`config.mk`:
```
export PLATFORM = sky130hd
export DESIGN_NAME = renkon_demux_input
export DESIGN_NICKNAME = d
export VERILOG_FILES = /design/src/rtl/renkon_demux_input_pkg.sv /design/src/rtl/renkon_demux_input_ctr.sv /design/src/rtl/renkon_demux_input.sv
export SDC_FILE = /design/constraint.sdc
export NUM_CORES = 1
export LEC_CHECK = 0
export CORE_UTILIZATION = 45
export DETAILED_ROUTE_END_ITERATION = 8
export PLACE_DENSITY = 0.77
export SLEW_MARGIN = 20
export SYNTH_ARGS = -nofsm -noshare
export SYNTH_HDL_FRONTEND = slang
export SYNTH_SLANG_ARGS = --single-unit
```
`constraint.sdc`:
```
create_clock -name clk -period 2.6 [get_ports clk]
set_clock_uncertainty 0.1 [all_clocks]
set_input_delay 0.78 -clock clk [delete_from_list [all_inputs] [get_ports clk]]
set_output_delay 0.78 -clock clk [all_outputs]
set_load 0.05 [all_outputs]
```
`src/rtl/renkon_demux_input_pkg.sv`:
```
// Shared types and sizing for the renkon write-side demux.
// Core indices are 1-based; index 0 means "no core".
package renkon_demux_input_pkg;

    localparam int DWIDTH  = 16;
    localparam int CORE    = 8;
    localparam int CORELOG = 3;
    localparam int AWIDTH  = 10;
    localparam int CW      = CORELOG + 1;

    typedef enum logic [1:0] {
        S_IDLE = 2'd0,
        S_RUN  = 2'd1,
        S_DONE = 2'd2
    } state_t;

    function automatic logic cfg_ok(
        input logic [CW-1:0]     base,
        input logic [CW-1:0]     n,
        input logic [AWIDTH-1:0] wlen
    );
        return (base != '0) && (n != '0) && (wlen != '0)
            && (int'(base) + int'(n) <= CORE + 1);
    endfunction

    // One-hot strobe for core (base + off), bit k = core k+1.
    function automatic logic [CORE-1:0] core_sel(
        input logic [CW-1:0] base,
        input logic [CW-1:0] off
    );
        logic [CW-1:0] idx;
        idx = base + off - CW'(1);
        return CORE'(1) << idx;
    endfunction

endpackage

```
`src/rtl/renkon_demux_input_ctr.sv`:
```
// Word-address / core-offset counter pair for the input demux.
// last flags the final word of the final core.
module renkon_demux_input_ctr
    import renkon_demux_input_pkg::*;
(
    input  logic              clk,
    input  logic              xrst,
    input  logic              clear,
    input  logic              step,
    input  logic [AWIDTH-1:0] wlen,
    input  logic [CW-1:0]     n_cores,
    output logic [AWIDTH-1:0] addr,
    output logic [CW-1:0]     core_off,
    output logic              last
);

    logic wrap;

    assign wrap = (addr == wlen - AWIDTH'(1));
    assign last = wrap && (core_off == n_cores - CW'(1));

    always_ff @(posedge clk or negedge xrst) begin
        if (!xrst) begin
            addr     <= '0;
            core_off <= '0;
        end else if (clear) begin
            addr     <= '0;
            core_off <= '0;
        end else if (step) begin
            if (wrap) begin
                addr     <= '0;
                core_off <= core_off + CW'(1);
            end else begin
                addr <= addr + AWIDTH'(1);
            end
        end
    end

endmodule

```
`src/rtl/renkon_demux_input.sv`:
```
// Scatters a valid/ready word stream into per-core local buffers,
// wlen words per core, starting at core_base, for n_cores cores.
module renkon_demux_input
    import renkon_demux_input_pkg::*;
(
    input  logic                     clk,
    input  logic                     xrst,
    input  logic                     start,
    input  logic                     abort,
    input  logic [CW-1:0]            core_base,
    input  logic [CW-1:0]            n_cores,
    input  logic [AWIDTH-1:0]        wlen,
    input  logic                     in_valid,
    input  logic signed [DWIDTH-1:0] in_data,
    output logic                     in_ready,
    output logic [CORE-1:0]          write_en,
    output logic [AWIDTH-1:0]        write_addr,
    output logic signed [DWIDTH-1:0] write_data,
    output logic                     busy,
    output logic                     done,
    output logic                     err
);

    state_t            state;
    logic [CW-1:0]     base_q;
    logic [CW-1:0]     n_q;
    logic [AWIDTH-1:0] wlen_q;
    logic [AWIDTH-1:0] addr;
    logic [CW-1:0]     core_off;
    logic              last;
    logic              ok;
    logic              accept;
    logic              clear;

    assign ok       = cfg_ok(core_base, n_cores, wlen);
    assign in_ready = (state == S_RUN);
    assign busy     = (state != S_IDLE);
    assign done     = (state == S_DONE);
    assign accept   = in_valid && (state == S_RUN) && !abort;
    assign clear    = start && (state == S_IDLE) && !abort;

    renkon_demux_input_ctr u_ctr (
        .clk      (clk),
        .xrst     (xrst),
        .clear    (clear),
        .step     (accept),
        .wlen     (wlen_q),
        .n_cores  (n_q),
        .addr     (addr),
        .core_off (core_off),
        .last     (last)
    );

    always_ff @(posedge clk or negedge xrst) begin
        if (!xrst) begin
            state      <= S_IDLE;
            base_q     <= '0;
            n_q        <= '0;
            wlen_q     <= '0;
            write_en   <= '0;
            write_addr <= '0;
            write_data <= '0;
            err        <= 1'b0;
        end else begin
            write_en <= '0;
            if (abort) begin
                state <= S_IDLE;
            end else begin
                unique case (state)
                    S_IDLE: begin
                        if (start) begin
                            base_q <= core_base;
                            n_q    <= n_cores;
                            wlen_q <= wlen;
                            err    <= !ok;
                            state  <= ok ? S_RUN : S_DONE;
                        end
                    end
                    S_RUN: begin
                        if (in_valid) begin
                            write_en   <= core_sel(base_q, core_off);
                            write_addr <= addr;
                            write_data <= in_data;
                            if (last) state <= S_DONE;
                        end
                    end
                    S_DONE:  state <= S_IDLE;
                    default: state <= S_IDLE;
                endcase
            end
        end
    end

endmodule

```
## Yosys cells after proc, flatten, opt, wreduce, memory -nomap -nowiden

Index checks and enable logic that the tools add are counted.

- Memories kept: 0
- Logic and storage cells: 63
- Bits in writable memories: 0
- Latch bits: 0
- Bits in registers: 69
- Input port bits: 39
- ROM bits: 0

- Eq/ne operators: 7
- Shifts and indexed selects: 1
- Add/subtract/negate cells: 7
- Mux-type cells: 15
- Bitwise logic cells: 1
- Reductions and logical operators: 21
- Divide/modulo/power cells: 0
- Order comparisons: 1
- Multiply operators: 0

Operators with widths:

| operator | count |
|---|---|
| 10-bit two-way mux | 3 |
| 8-bit two-way mux | 3 |
| 4-bit two-way mux | 3 |
| 10-bit by 1-bit adder with 10-bit output (second input constant) | 1 |
| 10-bit == test | 1 |
| 2-bit two-way mux | 5 |
| 10-bit nonzero test | 1 |
| 10-bit by 1-bit subtractor with 10-bit output (second input constant) | 1 |
| 3-bit AND reduction | 3 |
| 1-bit logical AND | 8 |
| 4-bit nonzero test | 2 |
| 1-bit by 4-bit << shifter with 8-bit output (first input constant) | 1 |
| 4-bit by 1-bit subtractor with 4-bit output (second input constant) | 2 |
| 3-bit != test (second input constant) | 2 |
| 2-bit nonzero test | 3 |
| 4-bit by 4-bit adder with 5-bit output | 1 |
| 5-bit by 4-bit less-or-equal comparator with 1-bit output (second input constant) | 1 |
| 4-bit by 1-bit adder with 4-bit output (second input constant) | 1 |
| 4-bit adder | 1 |
| 4-bit == test | 1 |
| 2-bit case mux with 2 select lines | 1 |
| 3-bit by 2-bit != test with 1-bit output (second input constant) | 1 |
| 2-bit by 1-bit == test with 1-bit output (second input constant) | 1 |
| 2-bit == test (second input constant) | 1 |
| other kinds (4) | 5 |

## Depth between registers and ports, before layout

- Depth in word-level cells: 8
- Mapped depth: 9
- Depth with buffers taken out: 9

## By module

Synthesis repeated with hierarchy kept, for this count alone.

- Cell total of the unflattened synthesis: 358
- Area, all modules: 3598.5 µm²

Modules (own cells, without submodules):

| module | area an instance (µm²) | times used | cells each |
|---|---|---|---|
| renkon_demux_input | 2414.8 | 1 | 229 |
| renkon_demux_input_ctr | 1183.6 | 1 | 129 |

## Worst setup path before layout

OpenSTA, ideal clock, no wires.

- Path type: flip-flop to flip-flop
- Start point: reg wlen_q[0]
- End point: reg u_ctr.core_off[3]
- Data arrival time: 2.590 ns
- Library setup time: 0.127 ns
- Path slack: -0.216 ns
- Cell stages (with the launch flop): 9
- Buffers on the path: 0
- Cell sequence: dfrtp_1 -> inv_1 -> ha_1 -> nor2b_1 -> or3_1 -> a31o_1 -> or4_4 -> or4_1 -> mux2i_1

- Word-level cells in the longest chain between the ends: 4

Ends and longest elaborated chain:

| what | RTL line | RTL |
|---|---|---|
| start, declared | renkon_demux_input.sv:27 | `logic [AWIDTH-1:0] wlen_q;` |
| start signal, assigned | renkon_demux_input.sv:74 | `wlen_q <= wlen;` |
| 10-bit by 1-bit subtractor with 10-bit output | renkon_demux_input_ctr.sv:19 | `assign wrap = (addr == wlen - AWIDTH'(1));` |
| 10-bit == test | renkon_demux_input_ctr.sv:19 |  |
| 2-bit nonzero test (no line) | - |  |
| 2-bit AND reduction (no line) | - |  |
| end signal, assigned | renkon_demux_input_ctr.sv:32 | `core_off <= core_off + CW'(1);` |
| end, declared | renkon_demux_input_ctr.sv:13 | `output logic [CW-1:0] core_off,` |

Every way passes these cells.
A chain may end at the register's enable or synchronous reset.

## Worst setup path after layout

- Start point: in n_cores[2]
- End point: reg state[1]

- Word-level cells in the longest chain between the ends: 8

Ends and longest elaborated chain:

| what | RTL line | RTL |
|---|---|---|
| start, declared | renkon_demux_input.sv:11 | `input logic [CW-1:0] n_cores,` |
| branches (longest 3 deep; another with 4-bit by 4-bit adder with 5-bit output) | - |  |
| 1-bit logical AND * | renkon_demux_input_pkg.sv:23 | `&& (int'(base) + int'(n) <= CORE + 1);` |
| 2-bit two-way mux * | renkon_demux_input.sv:76 | `state <= ok ? S_RUN : S_DONE;` |
| 2-bit two-way mux * | renkon_demux_input.sv:71 | `if (start) begin` |
| 2-bit case mux with 2 select lines * | renkon_demux_input.sv:69 | `unique case (state)` |
| 2-bit two-way mux * | renkon_demux_input.sv:66 | `if (abort) begin` |
| end signal, assigned | renkon_demux_input.sv:76 |  |
| end, declared | renkon_demux_input.sv:24 | `state_t state;` |

Every way passes the cells marked *. The select of a mux whose other input is x is not followed.

==> key figures <==
Run status
  • Outcome: finished, final reports clean

Logic synthesis
  • Syn nets: 451
  • Post-Syn Instances: 398
  • Post-Syn Area: 3530 um2
  • Asr flop ratio synth: 100%
  • Flops & latches, synth: 69
  • Top cells by instance count after synthesis: nand2_1 (126), dfrtp_1 (69), o21ai_0 (21)
  • Synth Flop Type: dfrtp_1
  • Count leader, synth: nand2_1
  • Area leader, netlist: dfrtp_1
  • Seq/Total Area, Yosys: 48.9%
  • Yosys warnings: 0
  • Yosys top cell area share: 48.9%
  • Synth area leaders: dfrtp_1 (49%), nand2_1 (13%), ha_1 (4.3%)
  • Netlist cell types: 45
  • Number of flops mapped to enable cells by yosys: 0
  • Syn avg cell area: 8.87 um2

Global route
  • Total grt overflow: 0
  • Largest net degree at the start of global routing: 41
  • Initial antenna violation count: 0
  • GR Util All Layers: 22.4%
  • Vias in the first global route: 3204
  • First-pass GRT wire length: 14600 um

STA
  • Fin. Hold Viols: 0
  • Fmax: 0.389 GHz
  • RSZ-0062 raised after global routing: true
  • Setup tns final: 0 ns
  • Final worst-path cycle share: 98.9%
  • Finish-stage setup viols: 0
  • Final Max Slew Viols: 0
  • Tmin final: 2.57 ns
  • Rel. slew slack: 64.6%
  • Worst-Margin Slew: 0.526 ns

Drt
  • Final routed DRC violation total: 0
  • Via-per-instance ratio: 5.25
  • TritonRoute pass-1 iters: 4
  • Routed len/inst: 13.8 um
  • Routed WL: 8460 um
  • Antenna viol nets, final: 0
  • Routed vias: 3212
  • Initial drt markers: 151

Floorplanning
  • Die ar.: 8200 um2
  • Initial core utilization: 47.6%
  • Num ports: 77
  • Die H: 90.6 um
  • Row cnt: 31
  • Die Wd: 90.6 um
  • Core region area: 7410 um2

Power
  • Pleak: 2.34 nW
  • Pwr per Cell Area: 761 nW/um2
  • Worst VDD drop: 0.324 mV
  • Final Power: 3.76 mW

Setup path
  • Crit-path max FO: 3
  • Crit path cell chain: clkdlybuf4s50_1 > ha_4 > a21o_1 > a2111oi_4 > o211a_1 > nor2_1 > a31o_2
  • Critical Path Start Type: input port
  • CP max stage delay: 0.54 ns
  • Critical R2R Launch: wlen_q[0]
  • Worst Path Arrival: 2.71 ns
  • Slowest CP cell: clkdlybuf4s50_1
  • Worst setup path class: input port to flip-flop
  • Critical Path Source: n_cores[2]
  • CP Data Required Time: 2.74 ns
  • Critical Path End Type: flip-flop

Placement
  • Routability cong.: 0.864
  • Area after DPL: 4650 um2
  • Post-DP HPWL: 6200 um
  • Port bufs: 76

Clock network
  • Clock transition at path regs: 0.07 ns
  • CTS H-tree lvls: 3
  • Worst-skew pair later-pin latency: 0.35 ns
  • Clk sinks: 69
  • CTS tree: done
  • Root buf cell: clkbuf_8
  • Inserted Clock Buffers: 9
  • Clock Path Buffers: 2

Layout
  • Layout net count: 561
  • Inserted Diodes: 0
  • Fill cells: 593
  • Area delta synth->final: 40.1%
  • Proportion of layout cells with a drive suffix above 1: 15.4%
  • Post-route cell area: 4940 um2

Worst hold path
  • Hold Path Class: input port to async pin

Job
  • MaxCap Viol Count: 0
## cell type report
type                            count  area (um2)  share of cell area, %
Multi-Input combinational cell    296        1780                   35.9
Clock buffer                       10         138                   2.78
Clock inverter                      6        38.8                  0.784
Inverter                           16        60.1                   1.21
Sequential cell                    69        1730                   34.9
Tap cell                           99         124                   2.51
Timing Repair Buffer              116        1080                   21.9
## report_power, final
group	total, mW	switching (mW)	internal, mW
Sequential	1.39	0.130	1.26
Clock	0.776	0.409	0.368
Combinational	1.60	0.973	0.623
## metal layers
metal  share of wire, %  global-route usage [%]  vias up
li1                   -                       -     1571
met1                 43                    28.2     1524
met2                 49                    38.4      106
met3                6.2                    5.30       11
met4                1.2                    6.18        0
met5                  0                       0        -
## worst max-delay path: cells and delay by family
kind | cells | cell delay [ns]
compound gates | 4 | 1.07
buf+inv | 1 | 0.54
fa+ha+maj | 1 | 0.24
simple gates | 1 | 0.07
## metrics by stage
stage	worst slack, ns	cells	hold slack (ns)	utilization (%)
2_1_floorplan	0.0258	398	0.365	-
3_3_place_gp	-0.534	590	0.357	62.7
3_5_place_dp	-0.809	590	0.362	62.7
4_1_cts	0.00887	610	0.349	65.9
5_1_grt	-0.0433	612	0.364	66.7
6_report	0.0281	612	0.336	66.7
## cell usage in the layout, fill, tap and decap left out, types with 3 or more instances in the layout
master | netlist | routed
nor4_2 | 0 | 3
o21ai_0 | 21 | 21
a21oi_1 | 7 | 6
clkbuf_8 | 0 | 10
nand3_1 | 14 | 14
o211ai_1 | 3 | 3
mux2i_1 | 3 | 3
ha_1 | 12 | 9
dfrtp_1 | 69 | 69
clkinv_2 | 0 | 3
buf_4 | 0 | 38
and3_1 | 6 | 6
a2111oi_0 | 4 | 3
xnor2_1 | 13 | 13
inv_1 | 16 | 15
xor2_1 | 9 | 8
nor3_1 | 15 | 14
nor2b_1 | 4 | 4
nand2_1 | 126 | 126
a21o_1 | 3 | 3
dlygate4sd2_1 | 0 | 4
nand4_1 | 5 | 5
nor2_1 | 11 | 11
clkdlybuf4s50_1 | 0 | 69
nor4_1 | 8 | 5
## path summary, 6_finish.rpt
check / depth (start not counted) / to / slack, ns
min in group clk: 2 / write_addr[8] / 0.37
max reg2reg: 7 / u_ctr.core_off[3] / 0.05
min reg2reg: 2 / write_addr[8] / 0.37
max: 7 / state[1] / 0.03
min: 2 / write_en[6] / 0.34
max in group asynchronous: 2 / u_ctr.core_off[0] / 1.66
## registers in the layout (all words and copies together), names as in the netlist
name	cells
base_q	4
err	1
n_q	4
state	2
u_ctr.addr	10
u_ctr.core_off	4
wlen_q	10
write_addr	10
write_data	16
write_en	8
## logic make-up (layout without fill, tap and decap cells)
| kind of cell | count (synthesis) | in the layout | synth area share (%) |
|---|---|---|---|
| mux | 3 | 3 | 0.851 |
| xor+xnor | 22 | 22 | 5.46 |
| fa+ha+maj | 14 | 14 | 5.39 |
| simple gates | 208 | 208 | 27.0 |
| flops | 69 | 69 | 48.9 |
| compound gates | 49 | 49 | 8.87 |
| buf+inv | 33 | 148 | 3.51 |
## timing repair
item,in CTS,in global routing
buffers inserted,4,2
gates resized for setup,11,8
pin swaps,6,6
hold buffers,0,0
setup endpoints to repair,5,14
(Power assumes the default switching activity.)
